<file path="src/rtl/vga_pkg.sv">
// ============================================================================
// Module   : vga_pkg
// Purpose  : Shared VGA timing constants and coordinate type, reused by the
//            timing generator and by downstream renderers.
// Revision : 1.0 - initial release
// ============================================================================
`default_nettype none

package vga_pkg;

    localparam int COORD_W = 10;
    typedef logic [COORD_W-1:0] coord_t;

    // 640x480 @ 60 Hz, 25.175 MHz pixel clock
    localparam int H_VISIBLE_DEF = 640;
    localparam int H_FP_DEF      = 16;
    localparam int H_SYNC_DEF    = 96;
    localparam int H_BP_DEF      = 48;
    localparam int V_VISIBLE_DEF = 480;
    localparam int V_FP_DEF      = 10;
    localparam int V_SYNC_DEF    = 2;
    localparam int V_BP_DEF      = 33;

    localparam int H_TOTAL_DEF = H_VISIBLE_DEF + H_FP_DEF + H_SYNC_DEF + H_BP_DEF;
    localparam int V_TOTAL_DEF = V_VISIBLE_DEF + V_FP_DEF + V_SYNC_DEF + V_BP_DEF;

    function automatic logic in_range(input coord_t v, input coord_t lo, input coord_t hi);
        return (v >= lo) && (v <= hi);
    endfunction

endpackage

`default_nettype wire

</file>
<file path="src/rtl/vga_timing_gen.sv">
// ============================================================================
// Module   : vga_timing_gen
// Purpose  : Free-running VGA raster counters with blanking, frame pulse and
//            sync outputs lagged one clock to match a registered RGB stage.
// Revision : 1.0 - initial release
// ============================================================================
`default_nettype none

module vga_timing_gen
    import vga_pkg::*;
#(
    parameter int H_VISIBLE = H_VISIBLE_DEF,
    parameter int H_FP      = H_FP_DEF,
    parameter int H_SYNC    = H_SYNC_DEF,
    parameter int H_BP      = H_BP_DEF,
    parameter int V_VISIBLE = V_VISIBLE_DEF,
    parameter int V_FP      = V_FP_DEF,
    parameter int V_SYNC    = V_SYNC_DEF,
    parameter int V_BP      = V_BP_DEF
) (
    input  logic               vga_clk,
    input  logic               reset_n,
    output logic [COORD_W-1:0] DrawX,
    output logic [COORD_W-1:0] DrawY,
    output logic               blank,
    output logic               hs,
    output logic               vs,
    output logic               vblank,
    output logic               frame_start,
    output logic [7:0]         frame_count
);

    localparam int H_TOTAL = H_VISIBLE + H_FP + H_SYNC + H_BP;
    localparam int V_TOTAL = V_VISIBLE + V_FP + V_SYNC + V_BP;

    localparam coord_t H_LAST       = coord_t'(H_TOTAL - 1);
    localparam coord_t V_LAST       = coord_t'(V_TOTAL - 1);
    localparam coord_t H_ACT        = coord_t'(H_VISIBLE);
    localparam coord_t V_ACT        = coord_t'(V_VISIBLE);
    localparam coord_t H_SYNC_FIRST = coord_t'(H_VISIBLE + H_FP);
    localparam coord_t H_SYNC_LAST  = coord_t'(H_VISIBLE + H_FP + H_SYNC - 1);
    localparam coord_t V_SYNC_FIRST = coord_t'(V_VISIBLE + V_FP);
    localparam coord_t V_SYNC_LAST  = coord_t'(V_VISIBLE + V_FP + V_SYNC - 1);

    logic   x_wrap;
    logic   y_wrap;
    logic   frame_wrap;
    coord_t next_x;
    coord_t next_y;

    always_comb begin
        x_wrap     = (DrawX == H_LAST);
        y_wrap     = (DrawY == V_LAST);
        frame_wrap = x_wrap && y_wrap;
        next_x     = x_wrap ? '0 : DrawX + coord_t'(1);
        next_y     = DrawY;
        if (x_wrap) begin
            next_y = y_wrap ? '0 : DrawY + coord_t'(1);
        end
    end

    // Flags are computed from next-state coordinates so they land on the same
    // edge as the position they describe; syncs use the current position and
    // therefore trail DrawX/DrawY by one clock.
    always_ff @(posedge vga_clk or negedge reset_n) begin
        if (!reset_n) begin
            DrawX       <= '0;
            DrawY       <= '0;
            blank       <= 1'b0;
            vblank      <= 1'b0;
            frame_start <= 1'b0;
            frame_count <= 8'd0;
            hs          <= 1'b1;
            vs          <= 1'b1;
        end else begin
            DrawX       <= next_x;
            DrawY       <= next_y;
            blank       <= (next_x < H_ACT) && (next_y < V_ACT);
            vblank      <= (next_y >= V_ACT);
            frame_start <= frame_wrap;
            if (frame_wrap) begin
                frame_count <= frame_count + 8'd1;
            end
            hs          <= ~in_range(DrawX, H_SYNC_FIRST, H_SYNC_LAST);
            vs          <= ~in_range(DrawY, V_SYNC_FIRST, V_SYNC_LAST);
        end
    end

endmodule

`default_nettype wire

</file>
<file path="config.mk">
export PLATFORM = sky130hd
export DESIGN_NAME = vga_timing_gen
export DESIGN_NICKNAME = d
export VERILOG_FILES = /design/src/rtl/vga_pkg.sv /design/src/rtl/vga_timing_gen.sv
export SDC_FILE = /design/constraint.sdc
export NUM_CORES = 1
export LEC_CHECK = 0
export CAP_MARGIN = 20
export CORE_MARGIN = 1.5
export CORE_UTILIZATION = 40
export DETAILED_ROUTE_END_ITERATION = 16
export DONT_BUFFER_PORTS = 1
export SLEW_MARGIN = 20
export SYNTH_ARGS = -nofsm -noshare
export SYNTH_HDL_FRONTEND = slang
export SYNTH_SLANG_ARGS = --single-unit
export TNS_END_PERCENT = 30
</file>
<file path="constraint.sdc">
create_clock -name vga_clk -period 2.46 [get_ports vga_clk]
set_input_delay 0.123 -clock vga_clk [delete_from_list [all_inputs] [get_ports vga_clk]]
set_output_delay 0.123 -clock vga_clk [all_outputs]
set_load 0.05 [all_outputs]
</file>
==> impl_metrics.env <==
export IMPL_maxCapViolCount=0
export IMPL_drive_above_1_share=0.2429
export IMPL_vdd_drop_max_v=0.0003856
export IMPL_leakage_nw=0.8825
export IMPL_clkTransAtPathRegs_ns=0.07
export IMPL_start_util=0.4176
export IMPL_dr_pass1_iters=5
export IMPL_grt_pass1_wl_um=6085
export IMPL_post_cts_setup_buffers=0
export IMPL_top_usage_layer="met2"
export IMPL_seqPwrFrac=0.573
export IMPL_wl_per_cell_um=15.94
export IMPL_io_buffer_count=0
export IMPL_ys_types=43
export IMPL_period_needed_ns=1.952
export IMPL_run_status="completed"
export IMPL_cp_depth=7
export IMPL_sw_frac_of_total=0.2103
export IMPL_cts_resized=0
export IMPL_detail_route_antenna_nets=0
export IMPL_start_kind="flop"
export IMPL_met2_usage=0.2978
export IMPL_fillers=358
export IMPL_yosysTopAreaCell="dfrtp_1"
export IMPL_synth_top_area_share=0.4644
export IMPL_reg2reg_depth=7
export IMPL_combPwrFrac=0.016
export IMPL_vias=1254
export IMPL_intPower_w=0.0007480
export IMPL_whs_ns=0.2774
export IMPL_io_pins=35
export IMPL_ys_top_cells_by_count="31 x dfrtp_1, 12 x xnor2_1, 11 x nand2_1"
export IMPL_cts_sinks=33
export IMPL_r2r_end="vblank"
export IMPL_cp_arrival_ns=2.17
export IMPL_final_core_util=0.4977
export IMPL_synth_ff_type="dfrtp_1"
export IMPL_grtUsageMet1=0.2148
export IMPL_synth_avg_cell_area_um2=11.29
export IMPL_power_density_nw_per_um2=475.9
export IMPL_core_area_um2=4000
export IMPL_worstSetupPathType="reg -> reg"
export IMPL_r2r_start="DrawX[1]"
export IMPL_rsz0062_at_grt="no"
export IMPL_finalInstanceArea_um2=1991
export IMPL_endpoint_kind="flop"
export IMPL_yosys_area_share_xor_xnor=0.1034
export IMPL_worst_slew_pin_slew_ns=0.5986
export IMPL_synth_top_family_by_area="simple AND/OR/NAND/NOR gates"
export IMPL_hold_viol=0
export IMPL_fin_crit_sh=0.7934
export IMPL_grt_remaining_overflow=0
export IMPL_synth_edf_count=0
export IMPL_synthSimpleGateAreaFrac=0.2322
export IMPL_p_switching_w=0.0001992
export IMPL_crit_start="DrawX[1]"
export IMPL_p_clk_frac=0.411
export IMPL_cts_tree="done"
export IMPL_drt_initial_drc_count=53
export IMPL_die_width_um=67.62
export IMPL_crit_fanout=7
export IMPL_total_power_w=0.0009473
export IMPL_ys_warn_count=0
export IMPL_synth_compound_area_share=0.08390
export IMPL_grt_max_degree=34
export IMPL_max_stage_delay_ns=0.36
export IMPL_syn2layout_area_growth_pct=19.18
export IMPL_cp_cell_sequence="ha_1, and3_1, nand4_2, buf_4, nor4_4, a2bb2oi_2, a31o_1"
export IMPL_finalSetupTns_ns=0
export IMPL_slew_headroom=0.6009
export IMPL_antenna_cells=0
export IMPL_fin_worst_skew_ns=0.003370
export IMPL_synth_area_mux_share=0.01348
export IMPL_synthesis_area_um2=1670
export IMPL_antenna_found_initial=0
export IMPL_synthAdderAreaFrac=0.04494
export IMPL_finalWirelength_um=3618
export IMPL_die_area_um2=4572
export IMPL_grt_pass1_vias=1338
export IMPL_timing_fmax_mhz=512.4
export IMPL_cp_required_ns=2.68
export IMPL_slew_violations=0
export IMPL_grt_usage=0.1843
export IMPL_vias_per_cell=5.524
export IMPL_cts_buffer_depth=2
export IMPL_rrSetupSlack_ns=0.51
export IMPL_synth_cells=148
export IMPL_synth_seq_cells=33
export IMPL_rows=23
export IMPL_syn_nets=156
export IMPL_final_nets=184
export IMPL_endpoint="vblank"
export IMPL_yosysMostFrequentCell="dfrtp_1"
export IMPL_synth_area_leaders="dfrtp_1 46%, xnor2_1 6.3%, ha_1 4.5%"
export IMPL_grtUsageMet3=0.08833
export IMPL_slowest_stage="dfrtp_1"
export IMPL_crit_buf_inv=1
export IMPL_h_tree_depth=2
export IMPL_critPathTopFamily="simple AND/OR/NAND/NOR gates"
export IMPL_die_h_um=67.62
export IMPL_dp_hpwl_um=2628
export IMPL_drcViolationCount=0
export IMPL_hp_class="in -> async"
export IMPL_gp_congestion=0.8548
export IMPL_dpl_instance_area_um2=1881
export IMPL_cts_made_buffers=5
export IMPL_clock_latency_ns=0.28
export IMPL_setup_violations=0
export IMPL_root_buffer="clkbuf_8"
export IMPL_ys_seq_area_frac=0.4959
export IMPL_synth_async_reset_ratio=1.000
==> how the worst min path moves through the flow <==
| stage | startpoint | endpoint | slack, ns | cells past startpoint |
|---|---|---|---|---|
| detailed placement | reset_n | frame_count[7] | -0.17 | 0 |
| floorplan | reset_n | DrawX[0] | -0.17 | 0 |
| global placement | reset_n | frame_count[7] | -0.17 | 0 |
| finish | reset_n | frame_count[7] | 0.28 | 2 |
| global route | reset_n | frame_count[7] | 0.29 | 2 |
| CTS | reset_n | frame_count[7] | 0.28 | 2 |
==> power groups by stage <==
stage	logic [W]	clock network [W]	registers (W)
after floorplan	0.000000000293	0	0.000553
after global placement	0.000000000395	0	0.000553
after detailed placement	0.000000000395	0	0.000553
after CTS	0.0000163	0.000400	0.000543
after global routing	0.0000179	0.000428	0.000542
final	0.0000152	0.000389	0.000543
==> area by class of cell <==
type                       count  area, µm²  share of cell area
clock buffer                   8      80.08             0.04023
inverter                       5      18.77            0.009428
multi-input combinational    106      798.3              0.4010
sequential                    33      828.3              0.4161
tap                           50      62.56             0.03143
timing repair buffer          25      202.7              0.1018
==> routing by layer <==
metal / wire, µm / share of wire
met1: 1533 / 0.42
met2: 1735 / 0.48
met3: 312 / 0.086
met4: 36 / 0.010
met5: 0 / 0
==> cells in the final DEF, fill, tap and decap left out, types with 2 or more instances in the layout <==
master	n
dfrtp_1	31
buf_4	23
xnor2_1	12
nand2_1	11
nand3_1	10
nand4_1	7
nor2_1	7
o21ai_0	6
ha_1	6
and2_1	5
clkbuf_8	5
inv_1	4
xor2_1	4
and3_1	3
nor3_1	3
and4_1	3
clkbuf_1	3
nor3_2	2
xor2_2	2
mux2_1	2
nand2b_1	2
a21oi_1	2
dfstp_2	2
==> state kept, by name (all words and copies together), names as in the netlist <==
signal / count
DrawX: 10
DrawY: 10
frame_count: 8
blank: 1
frame_start: 1
hs: 1
vblank: 1
vs: 1
==> through the flow <==
stage          worst slack (ns)  instances
2_1_floorplan            0.2715        148
3_3_place_gp             0.5898        217
3_5_place_dp             0.5015        217
4_1_cts                  0.5022        227
5_1_grt                  0.3131        227
6_report                 0.5082        227
==> worst register-to-register path: stages (launching register included) <==
cell and delay [ns]:
dfrtp_1 0.36, ha_1 0.20, and3_1 0.26, nand4_2 0.18, buf_4 0.22, nor4_4 0.31
a2bb2oi_2 0.24, a31o_1 0.13
==> timing repair <==
item / 4_1_cts / 5_1_grt
hold buffers: 2 / 0
setup endpoints to repair: 0 / 0
hold endpoints to repair: 33 / 0
==> logic make-up (layout without fill, tap and decap cells) <==
family	Yosys count	after routing
adders and majority gates	6	6
muxes	2	2
xor gates and xnor gates	18	18
and+or+nand+nor	62	62
DFF	33	33
AOI/OAI and AO/OA	18	18
buffers and inverters	9	38
Power figures use the tool's default switching activity.
